==> src/rtl/mdu_pkg.sv <==
// Shared definitions for the iterative multiply/divide unit: op encodings,
// FSM state enum and default operand width.
package mdu_pkg;

  localparam int unsigned MDU_WIDTH = 32;

  typedef enum logic [1:0] {
    MDU_MULT  = 2'b00,
    MDU_MULTU = 2'b01,
    MDU_DIV   = 2'b10,
    MDU_DIVU  = 2'b11
  } mdu_op_e;

  typedef enum logic [1:0] {
    IDLE = 2'b00,
    CALC = 2'b01,
    SIGN = 2'b10
  } mdu_state_e;

endpackage

==> src/rtl/mdu_negate.sv <==
// Conditional two's-complement: out = en ? -in : in.
module mdu_negate #(
  parameter int unsigned WIDTH = 32
) (
  input  logic             en,
  input  logic [WIDTH-1:0] in,
  output logic [WIDTH-1:0] out
);

  assign out = en ? ('0 - in) : in;

endmodule

==> src/rtl/mul_div_unit.sv <==
// Iterative radix-2 multiply/divide unit writing architectural HI/LO.
// Divider datapath and DIV/DIVU ops are only built when MDU_DIV_EN is defined.
module mul_div_unit
  import mdu_pkg::*;
#(
  parameter int unsigned WIDTH = MDU_WIDTH
) (
  input  logic             clk,
  input  logic             rst,
  input  logic             start,
  input  logic [1:0]       op,
  input  logic [WIDTH-1:0] a,
  input  logic [WIDTH-1:0] b,
  input  logic             hi_we,
  input  logic             lo_we,
  input  logic [WIDTH-1:0] wd,
  output logic             busy,
  output logic             done,
  output logic [WIDTH-1:0] hi,
  output logic [WIDTH-1:0] lo
);

  localparam int unsigned CW = $clog2(WIDTH + 1);

  mdu_state_e         state, state_nxt;
  mdu_op_e            op_e;
  logic [CW-1:0]      cnt;
  logic [WIDTH-1:0]   mcand;
  logic [2*WIDTH-1:0] acc;
  logic [2*WIDTH-1:0] acc_step;
  logic [2*WIDTH-1:0] mul_step;
  logic [WIDTH:0]     add_sum;
  logic [2*WIDTH-1:0] prod_fix;
  logic [WIDTH-1:0]   abs_a, abs_b;
  logic [WIDTH-1:0]   res_hi, res_lo;
  logic               neg_res;
  logic               accept;
  logic               signed_op, sign_a, sign_b;

  assign op_e      = mdu_op_e'(op);
  assign signed_op = (op_e == MDU_MULT) || (op_e == MDU_DIV);
  assign sign_a    = signed_op & a[WIDTH-1];
  assign sign_b    = signed_op & b[WIDTH-1];
  assign busy      = (state != IDLE);

  mdu_negate #(.WIDTH(WIDTH)) u_abs_a (.en(sign_a), .in(a), .out(abs_a));
  mdu_negate #(.WIDTH(WIDTH)) u_abs_b (.en(sign_b), .in(b), .out(abs_b));
  mdu_negate #(.WIDTH(2*WIDTH)) u_neg_prod (.en(neg_res), .in(acc), .out(prod_fix));

  // Shift-add: acc holds {partial product, remaining multiplier bits}.
  assign add_sum  = {1'b0, acc[2*WIDTH-1:WIDTH]} + {1'b0, mcand & {WIDTH{acc[0]}}};
  assign mul_step = {add_sum, acc[WIDTH-1:1]};

`ifdef MDU_DIV_EN
  logic               is_div, neg_rem;
  logic [WIDTH:0]     div_trial;
  logic [2*WIDTH-1:0] div_step;
  logic [WIDTH-1:0]   quo_fix, rem_fix;

  assign accept = start;

  // Restoring divide: acc holds {remainder, dividend/quotient bits}.
  assign div_trial = acc[2*WIDTH-1:WIDTH-1] - {1'b0, mcand};
  assign div_step  = div_trial[WIDTH] ? {acc[2*WIDTH-2:0], 1'b0}
                                      : {div_trial[WIDTH-1:0], acc[WIDTH-2:0], 1'b1};
  assign acc_step  = is_div ? div_step : mul_step;

  mdu_negate #(.WIDTH(WIDTH)) u_neg_quo (.en(neg_res), .in(acc[WIDTH-1:0]), .out(quo_fix));
  mdu_negate #(.WIDTH(WIDTH)) u_neg_rem (.en(neg_rem), .in(acc[2*WIDTH-1:WIDTH]), .out(rem_fix));

  assign res_hi = is_div ? rem_fix : prod_fix[2*WIDTH-1:WIDTH];
  assign res_lo = is_div ? quo_fix : prod_fix[WIDTH-1:0];
`else
  assign accept   = start && ((op_e == MDU_MULT) || (op_e == MDU_MULTU));
  assign acc_step = mul_step;
  assign res_hi   = prod_fix[2*WIDTH-1:WIDTH];
  assign res_lo   = prod_fix[WIDTH-1:0];
`endif

  always_ff @(posedge clk or posedge rst) begin
    if (rst) state <= IDLE;
    else     state <= state_nxt;
  end

  always_comb begin
    state_nxt = state;
    unique case (state)
      IDLE:    if (accept) state_nxt = CALC;
      CALC:    if (cnt == CW'(1)) state_nxt = SIGN;
      SIGN:    state_nxt = IDLE;
      default: state_nxt = IDLE;
    endcase
  end

  always_ff @(posedge clk or posedge rst) begin
    if (rst) begin
      cnt     <= '0;
      mcand   <= '0;
      acc     <= '0;
      neg_res <= 1'b0;
`ifdef MDU_DIV_EN
      is_div  <= 1'b0;
      neg_rem <= 1'b0;
`endif
    end else if (state == IDLE && accept) begin
      cnt     <= CW'(WIDTH);
      neg_res <= sign_a ^ sign_b;
`ifdef MDU_DIV_EN
      is_div  <= op[1];
      neg_rem <= sign_a;
      if (op[1]) begin
        // Zero divisor must leave the all-ones quotient un-negated.
        neg_res <= (sign_a ^ sign_b) && (b != '0);
        mcand   <= abs_b;
        acc     <= {{WIDTH{1'b0}}, abs_a};
      end else begin
        mcand   <= abs_a;
        acc     <= {{WIDTH{1'b0}}, abs_b};
      end
`else
      mcand   <= abs_a;
      acc     <= {{WIDTH{1'b0}}, abs_b};
`endif
    end else if (state == CALC) begin
      cnt <= cnt - CW'(1);
      acc <= acc_step;
    end
  end

  always_ff @(posedge clk or posedge rst) begin
    if (rst) begin
      hi   <= '0;
      lo   <= '0;
      done <= 1'b0;
    end else begin
      done <= 1'b0;
      if (state == SIGN) begin
        hi   <= res_hi;
        lo   <= res_lo;
        done <= 1'b1;
      end else if (state == IDLE) begin
        if (hi_we) hi <= wd;
        if (lo_we) lo <= wd;
      end
    end
  end

endmodule

==> config.mk <==
export PLATFORM = sky130hd
export DESIGN_NAME = mul_div_unit
export DESIGN_NICKNAME = d
export VERILOG_FILES = /design/src/rtl/mdu_pkg.sv /design/src/rtl/mdu_negate.sv /design/src/rtl/mul_div_unit.sv
export SDC_FILE = /design/constraint.sdc
export NUM_CORES = 1
export LEC_CHECK = 0
export ABC_AREA = 0
export CELL_PAD_IN_SITES_DETAIL_PLACEMENT = 1
export CELL_PAD_IN_SITES_GLOBAL_PLACEMENT = 1
export CORE_MARGIN = 4
export CORE_UTILIZATION = 42
export DETAILED_ROUTE_END_ITERATION = 12
export PLACE_DENSITY_LB_ADDON = 0.1
export SLEW_MARGIN = 0
export SYNTH_ARGS = -nofsm -noshare
export SYNTH_HDL_FRONTEND = slang
export SYNTH_SLANG_ARGS = --single-unit
==> constraint.sdc <==
create_clock -name clk -period 7.52 [get_ports clk]
set_input_delay 1.504 -clock clk [delete_from_list [all_inputs] [get_ports clk]]
set_output_delay 1.504 -clock clk [all_outputs]
set_load 0.02 [all_outputs]
Word level (Yosys, flattened, before mapping)
Index checks and enable logic that the tools add are counted.
Word-level totals
  word-level logic and storage cells: 55
  input port bits: 103
  bits in registers: 170
Operators by class
  equal/unequal tests: 7
  reductions and logical operators: 14
  mux-type cells: 17
  bitwise gates (word level): 4
  add/subtract/negate cells: 5
Operators by type and width (count)
  two-way mux 32 bit: 8
  two-way mux 64 bit: 3
  subtractor 1 x 32 -> 32 bit, first input constant: 2
  subtractor 1 x 64 -> 64 bit, first input constant: 1
  adder 32 x 32 -> 33 bit: 1
  AND 32 bit: 1
  two-way mux 6 bit: 2
  nonzero test 2 bit: 5
  == test 6 x 1 -> 1 bit, second input constant: 1
  AND reduction 2 bit: 3
  subtractor 6 x 1 -> 6 bit, second input constant: 1
  == test 2 x 1 -> 1 bit, second input constant: 2
  == test 2 bit, second input constant: 2
  logical NOT 2 bit: 2
  two-way mux 2 bit: 2
  inequality test 2 bit, second input constant: 2
  case mux 2 bit (2 select lines): 1
  AND 1 bit: 2
  logical AND 1 bit: 2
  logical OR 1 bit: 2
  two-way mux 1 bit: 1
  bitwise XOR 1 bit: 1

Logic depth before layout (Yosys ltp)
  word-level depth: 5
  depth in mapped cells: 11

Hierarchy
From an unflattened synthesis, not the netlist that was laid out.
Unflattened totals
  cell total of the unflattened synthesis: 1456
  area total of the unflattened synthesis: 11937.7 um2
By module, submodules not included
  mul_div_unit: seq. area each 4254.1 um2, cells an instance 1042, times used 1, area an instance 8949.8 um2
  mdu_negate (u_abs_a ...): seq. area each 0.0 um2, cells an instance 108, times used 2, area an instance 767.0 um2
  mdu_negate (u_neg_prod): seq. area each 0.0 um2, cells an instance 198, times used 1, area an instance 1453.9 um2

Least setup slack after synthesis
Ideal clock, no wire load.
  path type: input-to-reg
  start: in a[12]
  end: reg mcand[28]
  data arrival time: 3.688 ns
  cell stages on the path: 7
  data required time: 7.385 ns
  setup slack: 3.697 ns
  cell sequence: or4_1 or4b_2 or3_1 nor4_1 a21oi_1 xnor2_1 o21ai_0
On the way
  longest elaborated chain between the ends: 2
RTL lines
  from (decl): RTL line mul_div_unit.sv:12  | input logic [WIDTH-1:0] a,
  subtractor 1 x 32 -> 32 bit: RTL line mdu_negate.sv:10  | assign out = en ? ('0 - in) : in;
  two-way mux 32 bit: RTL line mdu_negate.sv:10
  to (signal assigned): RTL line mul_div_unit.sv:121  | mcand <= abs_a;
  to (decl): RTL line mul_div_unit.sv:28  | logic [WIDTH-1:0] mcand;
No other way between the ends.
A chain may end at the register's enable or synchronous reset.

Worst setup path after layout
  start: in a[0]
  end: reg mcand[28]
The elaborated chain is that of the path after synthesis.

==> impl_metrics.csv <==
group,metric,value,unit
layout,seqCellArea,4260,um^2
cts,cts.clk_slew.worst_paths,0.08,ns
place,dp_hpwl,31.6,mm
timing,final-max-slew-violation-count,0,
timing,grt_setup_unrepaired,"no",
place,detailedPlace.worstSlack,2.72,ns
detailed_routing,antenna_left,0,
logic_synthesis,synth_area_leaders,"dfrtp_1, nand2_1, xor2_1, o21ai_0, ha_1",
floorplanning,die_area,30700,um^2
layout,layout-area-overhead-vs-synth,21.5,%
power_and_ir_drop,pwr_density_cell,418,nW/um^2
timing,fin_crit,4.33,ns
detailed_routing,vias_per_cell,5.93,
status,status,"finished, final reports clean",
grt,overflow,0,
worst_setup_path,crit_arrival,4.63,ns
logic_synthesis,synth_top_cell_by_area,"dfrtp_1",
timing,hold_viol_final,0,
power_and_ir_drop,ir_drop,0.284,mV
cts,cts_root_buf,"clkbuf_16",
cts,clock_path_buffers,2,
logic_synthesis,async_flop_share,100,%
floorplanning,die_h,175,um
timing,finalCritPeriodShare,57.6,%
layout,diodes,0,
timing,hold_ws,0.481,ns
detailed_routing,drc,0,
place,portBuffers,168,
cts,cts_resized,0,
layout,drive_above_1_share,4.81,%
cts,clock_sinks,170,
worst_setup_path,crit_type,"input pin to flip-flop",
floorplanning,core,27200,um^2
timing,max_freq,0.231,GHz
worst_hold_path,hold_path_class,"flip-flop to flip-flop",
worst_setup_path,crit_required,7.82,ns
worst_setup_path,path_cells,"clkdlybuf4s50_1 -> inv_1 -> ha_1 -> nor3b_1 -> or4b_2 -> or3_1 -> nor4_1 -> a21oi_1 -> xnor2_1 -> o21ai_0",
logic_synthesis,synth_top_flop_cell,"dfrtp_1",
logic_synthesis,synthCells,1435,
power_and_ir_drop,p_leak,5.84,nW
logic_synthesis,ys_warn_count,0,
cts,post-cts-setup-buffers,0,
timing,fin_worst_skew,0.0173,ns
grt,antenna_found_initial,0,
cts,numCtsBuffers,17,
grt,track_usage,26.8,%
logic_synthesis,synth.most_common_cell,"nand2_1",
worst_setup_path,worst-path-max-fanout,5,
cts,clkLatencyLatePin,0.45,ns
floorplanning,initial_utilization,43.1,%
logic_synthesis,synth.yosys.seq_area_share,36.3,%
worst_setup_path,max_stage_delay,0.67,ns
cts,tritoncts,"built",
run,maxCapViolations,0,
detailed_routing,post_drt_wl_per_cell,21.5,um
grt,grt_pass1_wl,66.0,mm
timing,tightestPinTransition,1.15,ns
timing,worst_slack,3.19,ns
detailed_routing,drt_pass1_iterations,7,
logic_synthesis,synth-edff-count,0,
detailed_routing,first_iter_violations,827,
layout,multi_input_area,7090,um^2
worst_setup_path,slowest_stage,"or4b_2",
worst_hold_path,worst_hold_startpoint,"lo[12]",
floorplanning,die_w,175,um
logic_synthesis,syn_nets,1576,
layout,fin_util,52.4,%
logic_synthesis,syn-cell-area,11700,um^2
worst_setup_path,cp-end-kind,"flip-flop",
timing,final.setup.tns,0,ns
worst_setup_path,worstSetupStartpoint,"a[0]",
logic_synthesis,synth_common_cells,"nand2_1, dfrtp_1, o21ai_0, nor2_1",
floorplanning,io_pins,169,
timing,setup_violations,0,
logic_synthesis,avgSynthCellArea,8.17,um^2
timing,slew_headroom,23.4,%
logic_synthesis,synth-seq-cells,170,
layout,layout.nets,1688,
grt,grt_pass1_vias,11600,
cts,holdBufCountCts,0,
worst_setup_path,cp-start-kind,"input pin",
worst_setup_path,timing.rr.start,"acc[0]",
detailed_routing,vias,11500,
place,gp_congestion,0.902,
detailed_routing,wirelength,41.5,mm
cts,cts.htree.levels,4,
logic_synthesis,synthDistinctLibCells,66,
logic_synthesis,synth_top_area_share,36.3,%
layout,fillers,3289,
grt,grt_max_degree,89,
floorplanning,num_rows,60,
-- cells in the final DEF, fill, tap and decap left out, types with 6 or more instances in the layout --
master,n
nor4_1,15
a21oi_1,81
a221oi_1,9
nor3b_1,7
and2_1,34
a31oi_1,28
or4_1,15
or2_2,9
xor2_1,84
nand2_1,233
o31ai_1,34
nor2b_1,7
o21ai_0,128
o21bai_1,7
and3_1,19
buf_4,13
nand4_1,13
inv_1,18
clkbuf_16,17
xnor2_1,47
nor3_1,23
nand3_1,39
a21o_1,14
nand2b_1,15
mux2i_1,11
o41ai_1,16
or3_1,23
ha_1,37
a222oi_1,7
a211oi_1,6
clkdlybuf4s50_1,168
dfrtp_1,169
a22oi_1,7
o221ai_1,17
nor2_1,110
-- final cells by class --
type | instances | area share [%]
flip-flops and latches | 170 | 29.9
well taps | 372 | 3.27
repair buffers | 181 | 12.5
clock buffers | 17 | 2.99
clock inverters | 15 | 1.06
multi-input cells | 1158 | 49.8
inverters | 19 | 0.536
-- metal layers --
metal | share of wire [%] | vias to the layer above | global-route usage (%)
li1 | - | 5391 | -
met1 | 48 | 5682 | 39.9
met2 | 45 | 335 | 41.4
met3 | 5.8 | 46 | 3.96
met4 | 1.8 | 0 | 6.19
met5 | 0 | - | 0
-- kinds of logic after synthesis --
kind of cell	after synthesis	share of synthesized area [%]
adder cells (fa/ha/maj)	38	4.12
multiplexers	13	1.13
XOR/XNOR	131	9.79
AND/OR/NAND/NOR	585	23.9
flip-flops	170	36.3
AO/OA/AOI/OAI	391	21.2
buffers and inverters	107	3.50
-- through the flow --
stage | power, W | area (um^2) | std cells
2_1_floorplan | 0.00380 | 11700 | 1435
3_3_place_gp | 0.00491 | 13700 | 1900
3_5_place_dp | 0.00503 | 13700 | 1900
4_1_cts | 0.00595 | 14200 | 1932
5_1_grt | 0.00640 | 14200 | 1932
6_report | 0.00596 | 14200 | 1932
-- flip-flops by register name, summed over array words and instances, names as in the netlist --
signal	cells
acc	64
hi	32
lo	32
mcand	32
cnt	6
state	2
done	1
neg_res	1
-- final timing paths --
kind / cells past startpoint / slack (ns) / endpoint
max: 10 / 3.19 / mcand[28]
min: 2 / 0.48 / lo[12]
max reg2reg: 10 / 3.80 / acc[52]
min reg2reg: 2 / 0.48 / lo[12]
max in group asynchronous: 3 / 4.75 / lo[23]
min in group asynchronous: 2 / 1.44 / hi[4]
-- power by group --
group	switching [W]	internal, W	total, W	leakage, nW
Sequential	0.000558	0.00136	0.00192	2.08
Clock	0.000448	0.000442	0.000890	0.282
Combinational	0.00186	0.00129	0.00315	3.49
-- worst max-delay path, delay by kind of cell --
family | cells | cell delay (ns)
buffers and inverters | 2 | 0.57
adders and majority gates | 1 | 0.16
xor gates and xnor gates | 1 | 0.19
AOI/OAI and AO/OA | 2 | 0.26
and+or+nand+nor | 4 | 1.94
Power figures use the tool's default switching activity.
